<file path="src/rtl/systolic_pkg.sv">
// Shared types and helpers for the systolic grid edge logic.
// Holds the feeder state encoding, a constant-safe clog2 and the common width defaults.
package systolic_pkg;

    typedef enum logic [1:0] {
        IDLE   = 2'd0,
        STREAM = 2'd1,
        FLUSH  = 2'd2
    } feeder_state_t;

    localparam int default_data_width   = 16;
    localparam int default_result_width = 2 * default_data_width + 8;

    // Ceiling log2, usable in parameter expressions; clog2(1) is 0.
    function automatic int clog2(input int value);
        int result;
        int rem;
        result = 0;
        rem    = value - 1;
        while (rem > 0) begin
            result = result + 1;
            rem    = rem >> 1;
        end
        return result;
    endfunction

endpackage

</file>
<file path="src/rtl/input_skew_feeder_skew_lane.sv">
// One skew lane: a DEPTH-stage {data, valid} delay chain with synchronous reset and enable.
// Lane i of the feeder uses DEPTH = i+1, so its element trails lane 0 by i cycles.
module skew_lane #(
    parameter int data_width = 16,
    parameter int DEPTH      = 1
) (
    input  logic                  clk,
    input  logic                  reset,
    input  logic                  enable,
    input  logic [data_width-1:0] data_in,
    input  logic                  valid_in,
    output logic [data_width-1:0] data_out,
    output logic                  valid_out
);

    logic [DEPTH-1:0][data_width-1:0] data_q;
    logic [DEPTH-1:0]                 valid_q;

    // NOTE: the data stages are reset too, so the grid edge reads zero rather than stale operands after reset.
    always_ff @(posedge clk) begin
        if (reset) begin
            data_q  <= '0;
            valid_q <= '0;
        end else if (enable) begin
            // NOTE: non-blocking assignments let every stage sample its predecessor's old value, forming a true shift.
            data_q[0]  <= data_in;
            valid_q[0] <= valid_in;
            for (int s = 1; s < DEPTH; s++) begin
                data_q[s]  <= data_q[s-1];
                valid_q[s] <= valid_q[s-1];
            end
        end
    end

    assign data_out  = data_q[DEPTH-1];
    assign valid_out = valid_q[DEPTH-1];

endmodule

</file>
<file path="src/rtl/input_skew_feeder.sv">
// Skews unskewed N-lane operand vectors onto a systolic grid edge and appends N-1 flush cycles per tile.
// Also tracks tile bookkeeping: busy, done pulse, beat count and sticky overflow.
module input_skew_feeder
    import systolic_pkg::*;
#(
    parameter int N          = 4,
    parameter int data_width = default_data_width,
    parameter int K_MAX      = 256
) (
    input  logic                            clk,
    input  logic                            reset,
    input  logic                            enable,
    input  logic                            in_valid,
    output logic                            in_ready,
    input  logic                            in_last,
    input  logic [0:N-1][data_width-1:0]    in_data,
    output logic [0:N-1][data_width-1:0]    lane_output,
    output logic [N-1:0]                    lane_valid,
    output logic                            busy,
    output logic                            done,
    output logic [clog2(K_MAX+1)-1:0]       beat_count,
    output logic                            overflow
);

    localparam int BEAT_W     = clog2(K_MAX + 1);
    localparam int FLUSH_W    = (N > 1) ? clog2(N) : 1;
    localparam int FLUSH_LAST = (N > 1) ? N - 2 : 0;
    localparam bit SINGLE     = (N == 1);

    feeder_state_t        state, state_next;
    logic [FLUSH_W-1:0]   flush_cnt;
    logic [BEAT_W-1:0]    beat_base;
    logic                 accept;
    logic                 flush_end;
    logic                 tile_end;

    assign accept    = in_valid && in_ready;
    assign flush_end = (state == FLUSH) && (flush_cnt == FLUSH_W'(FLUSH_LAST));
    // With a single lane the last element is already on lane N-1 after the accepting edge.
    assign tile_end  = flush_end || (SINGLE && accept && in_last);
    assign beat_base = done ? '0 : beat_count;

    always_ff @(posedge clk) begin
        if (reset) begin
            state <= IDLE;
        end else if (enable) begin
            state <= state_next;
        end
    end

    // NOTE: state_next takes a default before the case so no path leaves it unassigned and no latch is inferred.
    always_comb begin
        state_next = state;
        case (state)
            IDLE:    if (accept) state_next = in_last ? (SINGLE ? IDLE : FLUSH) : STREAM;
            STREAM:  if (accept && in_last) state_next = SINGLE ? IDLE : FLUSH;
            FLUSH:   if (flush_end) state_next = IDLE;
            default: state_next = IDLE;
        endcase
    end

    always_comb begin
        busy     = (state != IDLE);
        in_ready = enable && !reset && (state != FLUSH);
    end

    always_ff @(posedge clk) begin
        if (reset) begin
            flush_cnt  <= '0;
            done       <= 1'b0;
            beat_count <= '0;
            overflow   <= 1'b0;
        end else if (enable) begin
            if (state == FLUSH && !flush_end) begin
                flush_cnt <= flush_cnt + 1'b1;
            end else begin
                flush_cnt <= '0;
            end
            done <= tile_end;
            // The count restarts in the cycle after done, even if that cycle also accepts.
            if (accept && beat_base == BEAT_W'(K_MAX)) begin
                overflow   <= 1'b1;
                beat_count <= beat_base;
            end else if (accept) begin
                beat_count <= beat_base + 1'b1;
            end else begin
                beat_count <= beat_base;
            end
        end
    end

    for (genvar i = 0; i < N; i++) begin : g_lane
        skew_lane #(
            .data_width(data_width),
            .DEPTH     (i + 1)
        ) u_lane (
            .clk      (clk),
            .reset    (reset),
            .enable   (enable),
            .data_in  (accept ? in_data[i] : '0),
            .valid_in (accept),
            .data_out (lane_output[i]),
            .valid_out(lane_valid[i])
        );
    end

endmodule

</file>
<file path="config.mk">
export PLATFORM = sky130hd
export DESIGN_NAME = input_skew_feeder
export DESIGN_NICKNAME = d
export VERILOG_FILES = /design/src/rtl/systolic_pkg.sv /design/src/rtl/input_skew_feeder_skew_lane.sv /design/src/rtl/input_skew_feeder.sv
export SDC_FILE = /design/constraint.sdc
export NUM_CORES = 1
export LEC_CHECK = 0
export CAP_MARGIN = 20
export CORE_MARGIN = 5
export CORE_UTILIZATION = 55
export CTS_BUF_LIST = sky130_fd_sc_hd__clkbuf_2 sky130_fd_sc_hd__clkbuf_4 sky130_fd_sc_hd__clkbuf_8
export CTS_CLUSTER_DIAMETER = 50
export CTS_CLUSTER_SIZE = 8
export DETAILED_ROUTE_END_ITERATION = 10
export PLACE_DENSITY = 0.86
export SYNTH_ARGS = -nofsm -noshare
export SYNTH_HDL_FRONTEND = slang
export SYNTH_SLANG_ARGS = --single-unit
</file>
<file path="constraint.sdc">
create_clock -name clk -period 5.3 [get_ports clk]
set_clock_uncertainty 0.15 [all_clocks]
set_input_delay 1.06 -clock clk [delete_from_list [all_inputs] [get_ports clk]]
set_output_delay 1.06 -clock clk [all_outputs]
set_load 0.01 [all_outputs]
</file>
==> results of run 1 <==
-- final timing paths --
check | to | slack (ps) | cells past startpoint | startpoint
hold / removal | g_lane[3].u_lane.data_out[9] | 340 | 2 | g_lane[3].u_lane.data_out[9]
setup / recovery | in_ready | 1630 | 4 | enable
setup reg to reg | beat_count[1] | 2770 | 6 | state[0]
hold reg to reg | g_lane[3].u_lane.data_out[9] | 340 | 2 | g_lane[3].u_lane.data_out[9]
-- cells by family (layout without fill, tap and decap cells) --
| group | after synthesis | after routing | share of synthesized area |
|---|---|---|---|
| fa+ha+maj | 3 | 3 | 0.005560 |
| simple gates | 216 | 216 | 0.1332 |
| xor+xnor | 5 | 5 | 0.006487 |
| mux | 102 | 102 | 0.1514 |
| flops | 179 | 179 | 0.5308 |
| buf+inv | 106 | 193 | 0.08969 |
| compound gates | 77 | 77 | 0.08284 |
-- worst max-delay path, stage by stage --
cell and delay, ps:
buf_6 490, inv_2 70, nor3_1 220, clkdlybuf4s50_1 570
-- final cells by class --
type	instances	share of cell area
Tap cell	147	0.02219
Clock inverter	5	0.009360
Sequential cell	179	0.4324
Inverter	7	0.003170
Timing Repair Buffer	156	0.1861
Clock buffer	25	0.03699
Multi-Input combinational cell	403	0.3098
-- metal layers --
layer / up-vias / track usage
li1: 2419 / -
met1: 2279 / 0.2442
met2: 186 / 0.3192
met3: 10 / 0.09448
met4: 0 / 0.05737
met5: - / 0
-- where the power goes --
group          internal [uW]  switching, uW  total, uW
logic                   95.8           90.0        186
registers               1360           11.8       1380
clock network            469            427        896
total                   1930            528       2460
-- flip-flops by register name (all words and copies together), names as in the netlist --
name,flops
beat_count,9
done,1
flush_cnt,2
g_lane.u_lane.data_out,64
g_lane.u_lane.data_q,96
g_lane.u_lane.valid_q,4
overflow,1
state,2
-- per-stage QoR --
stage	util	cell area [um2]
after floorplan	-	6751
after global placement	0.6580	7904
after detailed placement	0.6580	7904
after CTS	0.6900	8288
after global routing	0.6900	8288
final	0.6900	8288
-- synth_stat cells (all sizes together) (3+ instances only) --
cell type,count
mux2i,101
a31oi,3
buf,71
ha,3
a21oi,5
nand3,6
nand4b,3
nor2,176
inv,7
nor4,3
xnor2,3
nand2,10
nor3,4
a22oi,64
nand2b,6
dfxtp,179
clkbuf,28
-- cells in the final DEF (no fill, tap or decap), types with 2 or more instances in the layout --
cell / synthesis / final
nor3_1: 4 / 3
ha_1: 3 / 3
xnor2_1: 3 / 3
dfxtp_1: 179 / 179
nor2_1: 176 / 176
buf_4: 52 / 8
or4_1: 2 / 2
xor2_1: 2 / 2
clkdlybuf4s50_1: 0 / 147
clkbuf_8: 0 / 19
clkbuf_4: 0 / 6
nand3_1: 6 / 6
nor4_1: 3 / 3
nand2_1: 10 / 10
a21oi_1: 5 / 5
o21ai_0: 2 / 2
inv_1: 6 / 6
a31oi_1: 3 / 3
a22oi_1: 64 / 64
clkinv_2: 0 / 2
bufinv_16: 0 / 2
nand4b_1: 3 / 3
mux2i_1: 101 / 101
nand2b_1: 5 / 5
==> results list, run 1 <==
- By startpoint and endpoint, the worst setup path is classified as primary input to primary output.
* Dominant register cell in the synthesized netlist: dfxtp_1
- Count of flip-flops with a built-in enable after synthesis: 0
* Placed wire-length estimate: 9382 um
* Final hold slack: around 340 ps
- Starting Density: 0.5621
* Gp weighted congestion: 0.8297
- The mapped netlist covers 6751 um2.
- The floorplan step defined a die boundary enclosing between 10000 and 15000 um2.
* Maximum number of pins on one net before global-route repair: about 110
* Ratio of cells with drive above 1 in the final layout: 0.05935
- Setup violations remaining at the end of the flow were counted as 0.
- Maximum clock frequency: 0.2721 GHz
- Dividing the final minimum period by the clock period gives 0.6933.
- Yosys printed 0 warnings.
* Count of max-cap constraint violations: 0
- The repair_antennas step left the layout with diodes totalling 0.
- Port buffering added 149 buffers.
* Largest driver fanout on the critical path: 59
* Routed length on met1: 6175 um
* Final sum of negative setup slack: 0 ps
* Die width: 120.8 um
- Clock H-tree levels: 4
* Aggregate routed wire length: 14360 um
- The final number of max-transition violations is 0.
* Number of buffers inserted by hold repair at cts: 0
- Initial DRT Pass Iterations: 5
- Minimum period implied by the final worst setup slack: 3675 ps
- Global routing finished with a remaining overflow of 0.
- Counting every instance in the synthesized netlist gives 688.
- Placeable Area: 12010 um2
- After the first detailed-routing iteration, the DRC count stood at about 300.
- Setup slack on the critical path of the routed design comes to 1625 ps.
- Non-filler instance count after layout: 922
* Worst setup slack before clock tree synthesis: between 1500 and 2000 ps
* Routed met3 length: 1316 um
- CTS Sinks: 179
- Actual slew at the worst max-slew pin: 1030 ps
- Unrepaired setup endpoints after global routing: false
- Summing all multi-input logic gate instances after layout gives 2567 um2.
- Clock-pin slew on the worst setup and hold paths: 80 ps
- The clock passes through at most 2 buffers.
* Global-route wire length before repair: 23340 um
- Worst supply voltage drop on vdd: just over 0.2 mV
- Number of placed cells counting well taps: between 800 and 900
- Top Layer Used: met4
* Headroom to the max-slew limit: 0.3134
- The routed design uses 6766 um of met2 wire.
- After synthesis the netlist holds a flip-flop and latch count of 179.
- For this run, design rule violations remaining after detail routing come to 0.
* Count of buffers added by post-CTS timing repair for setup: 0
- PwrDens: 296.4 nW/um2
- STA classifies the critical path startpoint as a primary input.
* Synthesized area divided by synthesized cell count: 9.813 um2
- Synthesis instantiated 34 different standard cells from the library.
- The design draws 2457 uW.
* Arr. time, crit path: roughly 2500 ps
- HP Class: register to register
- Overall track demand over capacity in global routing: 0.2009
* Layout fillers: 936
- Across the whole layout, storage elements account for ~3600 um2.
- In this run the vertical extent of the chip is 120.8 um.
- Cell at the root of the clock tree: clkbuf_8
- Status: finished, final reports clean
* WL per Instance: 15.58 um
- WP data required: 4090 ps
- The number of hold violations in the final report is 0.
- Number of instances resized during post-cts repair: 0
- The final layout contains roughly 840 nets.
- In this run, CTS created clock tree buffers numbering 17.
- The number of antenna violations at the first check in global routing was 0.
- In this run the remaining antenna-violating nets after routing total 0.
* Worst-Skew Late Latency: ~440 ps
- Area Growth Syn to Fin: 22.76%
- Vias in the first global route: ~4800
- Cell Rows: 40
- Syn Nets: 760
- The biggest area contributor in the post-synthesis netlist is dfxtp_1.
* Boundary pin count: 150
- Detailed-route vias per instance: 5.308
- Counting flops with an async set or reset pin after synthesis yields a share of 0.
- Lkg Pwr: between 0.003 and 0.004 uW
* Via Count: 4894
- Of the post-synthesis cell area, the dominant cell type holds 0.5308.
- Of the synthesized area, sequential elements account for 0.5308.
- Ranked by total cell area, the synthesized netlist is headed by dfxtp_1 (53%), mux2i_1 (15%), nor2_1 (9.8%).
* Worst Setup End Kind: primary output
- TritonCTS built the clock tree.
Note: power is estimated with default switching activity, not from simulation.
==> inputs of run 2 (changes only) <==
--- a/config.mk
+++ b/config.mk
@@ -7,12 +7,12 @@
 export LEC_CHECK = 0
 export CAP_MARGIN = 20
 export CORE_MARGIN = 5
-export CORE_UTILIZATION = 55
+export CORE_UTILIZATION = 47
 export CTS_BUF_LIST = sky130_fd_sc_hd__clkbuf_2 sky130_fd_sc_hd__clkbuf_4 sky130_fd_sc_hd__clkbuf_8
 export CTS_CLUSTER_DIAMETER = 50
 export CTS_CLUSTER_SIZE = 8
 export DETAILED_ROUTE_END_ITERATION = 10
-export PLACE_DENSITY = 0.86
+export PLACE_DENSITY = 0.78
 export SYNTH_ARGS = -nofsm -noshare
 export SYNTH_HDL_FRONTEND = slang
 export SYNTH_SLANG_ARGS = --single-unit
==> constraint.sdc (replaced) <==
create_clock -name clk -period 3.3 [get_ports clk]
set_clock_uncertainty 0.15 [all_clocks]
set_input_delay 0.66 -clock clk [delete_from_list [all_inputs] [get_ports clk]]
set_output_delay 0.66 -clock clk [all_outputs]
set_load 0.01 [all_outputs]
==> run 2 against run 1 <==
  * Cell count up 3.5%
  * Sequential share of layout area down 0.49 points
  * Largest cell class unchanged
  * Clock-buffer cell count down 4
  * Sequential power up 60%
  * Setup slack worse by 960 ps
  * Total power up 67%
  * Combinational power up 62%
  * Register-to-register slack worse by 1900 ps
  * Flip-flop and latch count unchanged
  * Via count up 1.5%
  * Clock power up 77%
==> results list, run 2 (synthesis gave the netlist of run 1 again) <==
- The number of instances resized during post-cts repair is 0 (unchanged).
- The via count of the first global-routing pass is 4840 (was 4820).
- The post-route DRC violation count came to 0 (unchanged).
- Layout fillers: 1166 (was 936)
- The final wirelength came to 14440 um (was 14360 um).
* Unrepaired setup endpoints after global routing: false (unchanged)
- Count of max-cap constraint violations: 0 (unchanged)
- The cell family contributing the most delay on the critical path is buffers and inverters (unchanged).
- Type of origin of the critical path: register (was primary input)
- The overall die area is 16860 um2 (was 14590 um2).
* Cell at the root of the clock tree: clkbuf_8 (unchanged)
- Static timing analysis puts the maximum clock frequency at about 0.38 GHz.
- Number of antenna-violating nets in the routed design: 0 (unchanged)
* Worst-Skew Late Latency: 440 ps (about the same)
- Most common library cell in the layout ignoring fill and taps: dfxtp_1 (unchanged)
- Number of flip-flops in the largest register: 96 (unchanged)
- The data arrival time of the worst path is 1820 ps (was 2460 ps).
- The site row count was 43 (was 40).
- Worst path cell trace: and2b_1 > nor3_1 > clkdlybuf4s50_1 (was buf_6 > inv_2 > nor3_1 > clkdlybuf4s50_1).
- Die width: 129.9 um (was 120.8 um)
- Starting Density: 0.4826 (was 0.5621)
* Power share of the sequential group: 0.539 (was 0.560)
- The number of inserted diodes is 0 (unchanged).
- Inserted Clock Buffers: 17 (unchanged)
* Ratio of cells with drive above 1 in the final layout: 0.05814 (was 0.05935)
- Status: finished, final reports clean (unchanged)
- Final Util: 0.5993 (was 0.6900)
- The final number of max-transition violations came to 0 (unchanged).
- Worst supply voltage drop on vdd: 0.3367 mV (was 0.2029 mV)
- The post-CTS setup buffer count is 0 (unchanged).
- The sum of buffers and inverters on the critical path is 1 (was 3).
- The CTS tree is built (unchanged).
* Biggest register: g_lane.u_lane.data_q (unchanged)
* Number of buffers inserted by port buffering: 149 (unchanged)
- Lkg Pwr: 0.003354 uW (was 0.003331 uW)
- Number of violations reported at the end of detailed-routing iteration 0: 296 (was 293)
- Of the available clock period, the critical path in the final layout requires 0.7972.
- Total congestion overflow after global routing: 0 (unchanged)
- Most used cells in the layout excluding fill and tap cells: dfxtp_1 (179), nor2_1 (176), clkdlybuf4s50_1 (147), mux2i_1 (101), a22oi_1 (64) (unchanged).
* Switching power as a share of total power: 0.2165 (was 0.2151)
* Initial DRT Pass Iterations: 4 (was 5)
- Final setup fails: 0 (unchanged)
* Gp weighted congestion: 0.8032 (was 0.8297)
* Clk pwr share: 0.387 (was 0.365)
* Actual slew at the worst max-slew pin: 828.9 ps (was 1030 ps)
- Clock-pin slew on the worst setup and hold paths: 80 ps (about the same)
- Largest driver fanout on the critical path: 6 (was 59)
- The number of buffers on the longest clock path was 2 (unchanged).
- The wire length of the first global-routing pass came to 23650 um (was 23340 um).
- The class of the tightest hold or removal check is primary input to register (was register to register).
- The floorplan die height is 129.9 um (was 120.8 um).
- WP data required: 2490 ps (was 4090 ps)
- CTS Sinks: 179 (unchanged)
* Final hold viol count: 0 (unchanged)
- The total number of nets in the final design was 834 (was 836).
- The cell at the slowest stage of the critical path is clkdlybuf4s50_1 (unchanged).
- The placeable core region is 13990 um2 (was 12010 um2).
* Maximum number of pins on one net before global-route repair: 178 (was 111)
* Via Count: 4969 (was 4894)
- Headroom to the max-slew limit: 0.4474 (was 0.3134)
- The sum of negative setup slack was 0 ps (unchanged).
* Slowest Stage Delay on Critical Path: 570 ps (about the same)
- The via density per instance came to 5.209 (was 5.308).
- Reported net switching power: 886.9 uW (was 528.5 uW)
* Boundary pin count: 150 (unchanged)
- The total power per unit cell area was 488.6 nW/um2 (was 296.4 nW/um2).
* Number of buffers inserted by hold repair at cts: 0 (unchanged)
- The combinational group share of total power came to 0.074 (was 0.076).
- The number of antenna violations at the first check in global routing is 0 (unchanged).
- Worst setup path class: register to primary output (was primary input to primary output)
- The layout-stage area growth over the synthesis result is 24.17% (was 22.76%).
* Minimum period implied by the final worst setup slack: 2631 ps
- The internal power consumption is 3209 uW (was 1928 uW).
- The total number of H-tree levels came to 4 (unchanged).
- Placed wire-length estimate: 9241 um (was 9382 um)
- Worst Setup End Kind: primary output (unchanged)
- WL per Instance: 15.13 um (was 15.58 um)
* Overall track demand over capacity in global routing: 0.1748 (was 0.2009)
run 2: changes by cell type in the layout (fill, tap and decap cells not counted), sizes merged:
cell	delta
buf	-2
bufinv	+2
clkbuf	-4
clkinv	+4
clkinvlp	-1
run 2: layout make-up:
| type | count | area [um2] | share of cell area |
|---|---|---|---|
| clock buffers | 21 | 270.3 | 0.03224 |
| clock inverters | 10 | 157.7 | 0.01881 |
| inverters | 7 | 26.28 | 0.003134 |
| multi-input cells | 403 | 2567 | 0.3063 |
| flip-flops and latches | 179 | 3583 | 0.4275 |
| well taps | 180 | 225.2 | 0.02687 |
| repair buffers | 154 | 1553 | 0.1852 |
run 2: layer usage:
layer  track usage  vias to the layer above  share of wire
li1              -                     2430              -
met1        0.2185                     2379           0.44
met2        0.2715                      148           0.46
met3       0.08228                       12          0.088
met4       0.05073                        0          0.011
met5             0                        -              0
run 2: per-stage QoR:
step / power, uW / std cells / cell area, um2 / hold slack [ps] / setup WS, ps
floorplan: 2422 / 688 / 6751 / 310.1 / 1096
global route: 4272 / 954 / 8383 / 266.4 / 481.3
global placement: 2553 / 923 / 7955 / 292.4 / 709.3
detailed placement: 2561 / 923 / 7955 / 299.7 / 647.1
finish: 4096 / 954 / 8383 / 294.3 / 669.2
CTS: 4148 / 954 / 8383 / 260.6 / 624.7
run 2: power groups by stage:
| stage | Sequential [uW] | Clock (uW) | Combinational (uW) |
|---|---|---|---|
| 6_report | 2210 | 1590 | 301 |
| 5_1_grt | 2210 | 1730 | 326 |
| 4_1_cts | 2210 | 1630 | 304 |
| 3_5_place_dp | 2260 | 0 | 302 |
| 3_3_place_gp | 2260 | 0 | 296 |
| 2_1_floorplan | 2260 | 0 | 166 |
run 2: worst paths after layout:
kind	from	end	slack (ps)	cells past startpoint
hold / removal	reset	beat_count[5]	290	2
hold reg to reg	overflow	overflow	320	2
setup / recovery	state[0]	in_ready	670	3
setup reg to reg	done	beat_count[6]	920	8
==> inputs of run 3 (changes only) <==
==> constraint.sdc (replaced) <==
create_clock -name clk -period 2.2 [get_ports clk]
set_clock_uncertainty 0.15 [all_clocks]
set_input_delay 0.44 -clock clk [delete_from_list [all_inputs] [get_ports clk]]
set_output_delay 0.44 -clock clk [all_outputs]
set_load 0.01 [all_outputs]
==> run 3 against run 2 <==
  * First-iteration DRC count grew 0.68%
  * Cell count grew 1.2%
  * Core utilization grew 0.97 points
  * Flip-flop and latch count is the same
  * Hold slack gained 16 ps
  * Combinational power grew 53%
  * Routed wire length shrank 0.26%
  * Register-to-register slack lost 780 ps
  * Sequential share of layout area shrank 0.67 points
  * Non-clock buffer count grew 11
  * Clock power grew 59%
  * Critical path type unchanged
==> results list, run 3 (synthesis gave the netlist of run 1 again) <==
* GRT busiest layer: met2 (unchanged)
* Inserted Clock Buffers: 17 (unchanged)
- Final Util: 0.6090 (was 0.5993)
- Headroom to the max-slew limit: 0.4663 (was 0.4474)
- Hold EP: overflow (was beat_count[5])
* Worst path cell trace: clkdlybuf4s50_1 (was and2b_1 > nor3_1 > clkdlybuf4s50_1)
- Via Count: 4944 (was 4969)
- R2R cell count: 5 (was 8)
* Count of buffers added by post-CTS timing repair for setup: 0 (unchanged)
- R2R Path Start: beat_count[3] (was done)
* Placed wire-length estimate: 9631 um (was 9241 um)
- Number of buffers inserted by hold repair at cts: 0 (unchanged)
- Number of antenna-violating nets in the routed design: 0 (unchanged)
- The slew at the pin closest to its max-slew limit was 800.6 ps (was 828.9 ps).
- Die width: 129.9 um (unchanged)
- Largest driver fanout on the critical path: 7 (was 6)
* Worst supply voltage drop on vdd: 0.3803 mV (was 0.3367 mV)
- Sequential cell area: 3585 um2 (was 3583 um2)
* PwrDens: 740.3 nW/um2 (was 488.6 nW/um2)
* Cell at the root of the clock tree: clkbuf_8 (unchanged)
- Vias in the first global route: 5008 (was 4840)
* Met2 Usage GRT: 0.2857 (was 0.2715)
- Most used cells in the layout excluding fill and tap cells: dfxtp_1 (178), nor2_1 (176), clkdlybuf4s50_1 (145), mux2i_1 (101), a22oi_1 (64) (was dfxtp_1 (179), nor2_1 (176), clkdlybuf4s50_1 (147), mux2i_1 (101), a22oi_1 (64)).
* Final hold viol count: 0 (unchanged)
- Met1 demand-to-capacity share in global routing: 0.2060 (was 0.2185)
* TritonCTS clock tree: built (unchanged)
* Global-route wire length before repair: 23500 um (was 23650 um)
- The top-level port count was 150 (unchanged).
- The layout-stage area growth over the synthesis result came to 26.19% (was 24.17%).
* Library cell contributing the largest single delay on the critical path: clkdlybuf4s50_1 (unchanged)
- The cell family contributing the most delay on the critical path is buffers and inverters (unchanged).
- The site row count came to 43 (unchanged).
* Worst Min Path Start: overflow (was reset)
* DIE AREA: 16860 um2 (unchanged)
- Fraction of met3 tracks used by global routing: 0.07081 (was 0.08228)
- The number of port buffers came to 149 (unchanged).
* Layout fillers: 1159 (was 1166)
- The largest net degree at the start of global routing came to 83 (was 178).
- Number of nets in the finished design: 845 (was 834)
* Count of max-cap constraint violations: 0 (unchanged)
- The sum of buffers and inverters on the critical path came to 1 (unchanged).
- CTS Sinks: 179 (unchanged)
- Status: finished, final reports clean (unchanged)
* HP Class: register to register (was primary input to register)
- The weighted congestion reported at the end of routability-driven placement is 0.7661 (was 0.8032).
- Worst-Skew Late Latency: 440 ps (about the same)
- Crit Reg-Reg Endpoint: beat_count[1] (was beat_count[6])
- Final setup fails: 0 (unchanged)
* Final setup margin: 91.98 ps (was 669.2 ps)
- Clock H-tree levels: 4 (unchanged)
* Initial antenna violation count: 0 (unchanged)
- Die height: 129.9 um (unchanged)
- The static leakage power was 0.003428 uW (was 0.003354 uW).
* Starting Density: 0.4826 (unchanged)
* Most common library cell in the layout ignoring fill and taps: dfxtp_1 (unchanged)
- The startpoint kind of the worst setup timing path was a register (unchanged).
- Number of antenna diodes: 0 (unchanged)
- Ratio of cells with drive above 1 in the final layout: 0.07389 (was 0.05814)
- Minimum period implied by the final worst setup slack: 2108 ps
- Period Utilization, post-route: 0.9582
* Worst setup path class: register to primary output (unchanged)
- The register clock-pin slew on the reported worst setup and hold paths came to 90 ps (was 80 ps).
- The setup slack of the worst register-to-register path came to 140 ps (was 920 ps).
* Aggregate routed wire length: 14400 um (was 14440 um)
- Detailed-route vias per instance: 5.123 (was 5.209)
* Overall track demand over capacity in global routing: 0.1723 (was 0.1748)
- The final number of max-transition violations came to 0 (unchanged).
- Worst setup slack before clock tree synthesis: -39.50 ps (was 647.1 ps)
* Slowest Stage Delay on Critical Path: 590 ps (was 570 ps)
- Total congestion overflow after global routing: 0 (unchanged)
- The number of flip-flops in the largest register was 96 (unchanged).
- The first-pass detailed-route iteration total came to 4 (unchanged).
- The data arrival time of the worst path was 1520 ps (was 1820 ps).
- Hold Crit Depth: 2 (unchanged)
* Unrepaired setup endpoints after global routing: false (unchanged)
- Number of violations reported at the end of detailed-routing iteration 0: 298 (was 296)
* Final sum of negative setup slack: 0 ps (unchanged)
- Final hold slack: 310.5 ps (was 294.3 ps)
- The placeable core region came to 13990 um2 (unchanged).
- Biggest register: g_lane.u_lane.data_q (unchanged)
* Worst Setup End Kind: primary output (unchanged)
- The multi-input combinational cell area is 2574 um2 (was 2567 um2).
- WP data required: 1610 ps (was 2490 ps)
- The average wire per standard cell is 14.92 um (was 15.13 um).
- Based on the critical path, the design can be clocked at up to approximately 0.47 GHz.
- The post-route DRC violation count came to 0 (unchanged).
- The number of buffers on the longest clock path is 2 (unchanged).
-- run 3: cell types whose count changed in the layout (fill, tap and decap cells not counted) --
cell | before | now
bufinv_16 | 4 | 5
dfxtp_2 | 0 | 1
nor4_2 | 0 | 1
clkdlybuf4s50_1 | 147 | 145
dfxtp_1 | 179 | 178
clkbuf_4 | 3 | 0
buf_12 | 2 | 3
buf_4 | 4 | 14
clkbuf_8 | 18 | 19
dlygate4sd2_1 | 0 | 2
nor4_1 | 3 | 2
clkinvlp_4 | 0 | 1
inv_6 | 0 | 2
clkinv_2 | 4 | 2
-- run 3: worst max-delay path by stage --
stage                  start                           end  slack (ps)  depth (start not counted)
6_report       beat_count[3]                 beat_count[3]          90                          1
5_1_grt             state[0]                      in_ready          20                          3
4_1_cts             state[0]                      in_ready          40                          3
3_5_place_dp        in_valid  g_lane[0].u_lane.data_out[7]         -40                          6
3_3_place_gp        in_valid  g_lane[0].u_lane.data_out[8]          40                          6
2_1_floorplan           done                 beat_count[6]          30                          9
-- run 3: routing by layer --
metal,vias to the layer above,part of all wire
met1,2355,0.44
met5,-,0
li1,2446,-
met3,13,0.079
met2,130,0.47
met4,0,0.012
-- run 3: final cells by class --
cell class,count,share of cell area
clock buffers,19,0.03069
clock inverters,12,0.02379
inverters,7,0.003084
multi-input cells,403,0.3021
flip-flops and latches,179,0.4208
well taps,180,0.02644
repair buffers,165,0.1931
-- run 3: timing repair --
action,CTS,global route
pin swaps,0,0
setup endpoints to repair,2,2
resized for setup,2,2
-- run 3: power by group --
group | internal, uW | leakage (uW) | switching [uW] | total [uW]
Clock | 1410 | 0.000233 | 1120 | 2530
Combinational | 241 | 0.00175 | 219 | 460
Sequential | 3280 | 0.00145 | 28.0 | 3310
Total | 4940 | 0.00343 | 1370 | 6310
-- run 3: through the flow --
stage | instances | instance area, um2 | total power (uW)
2_1_floorplan | 688 | 6751 | 3633
3_3_place_gp | 934 | 8050 | 3840
3_5_place_dp | 934 | 8050 | 3851
4_1_cts | 965 | 8512 | 6398
5_1_grt | 965 | 8519 | 6575
6_report | 965 | 8519 | 6307
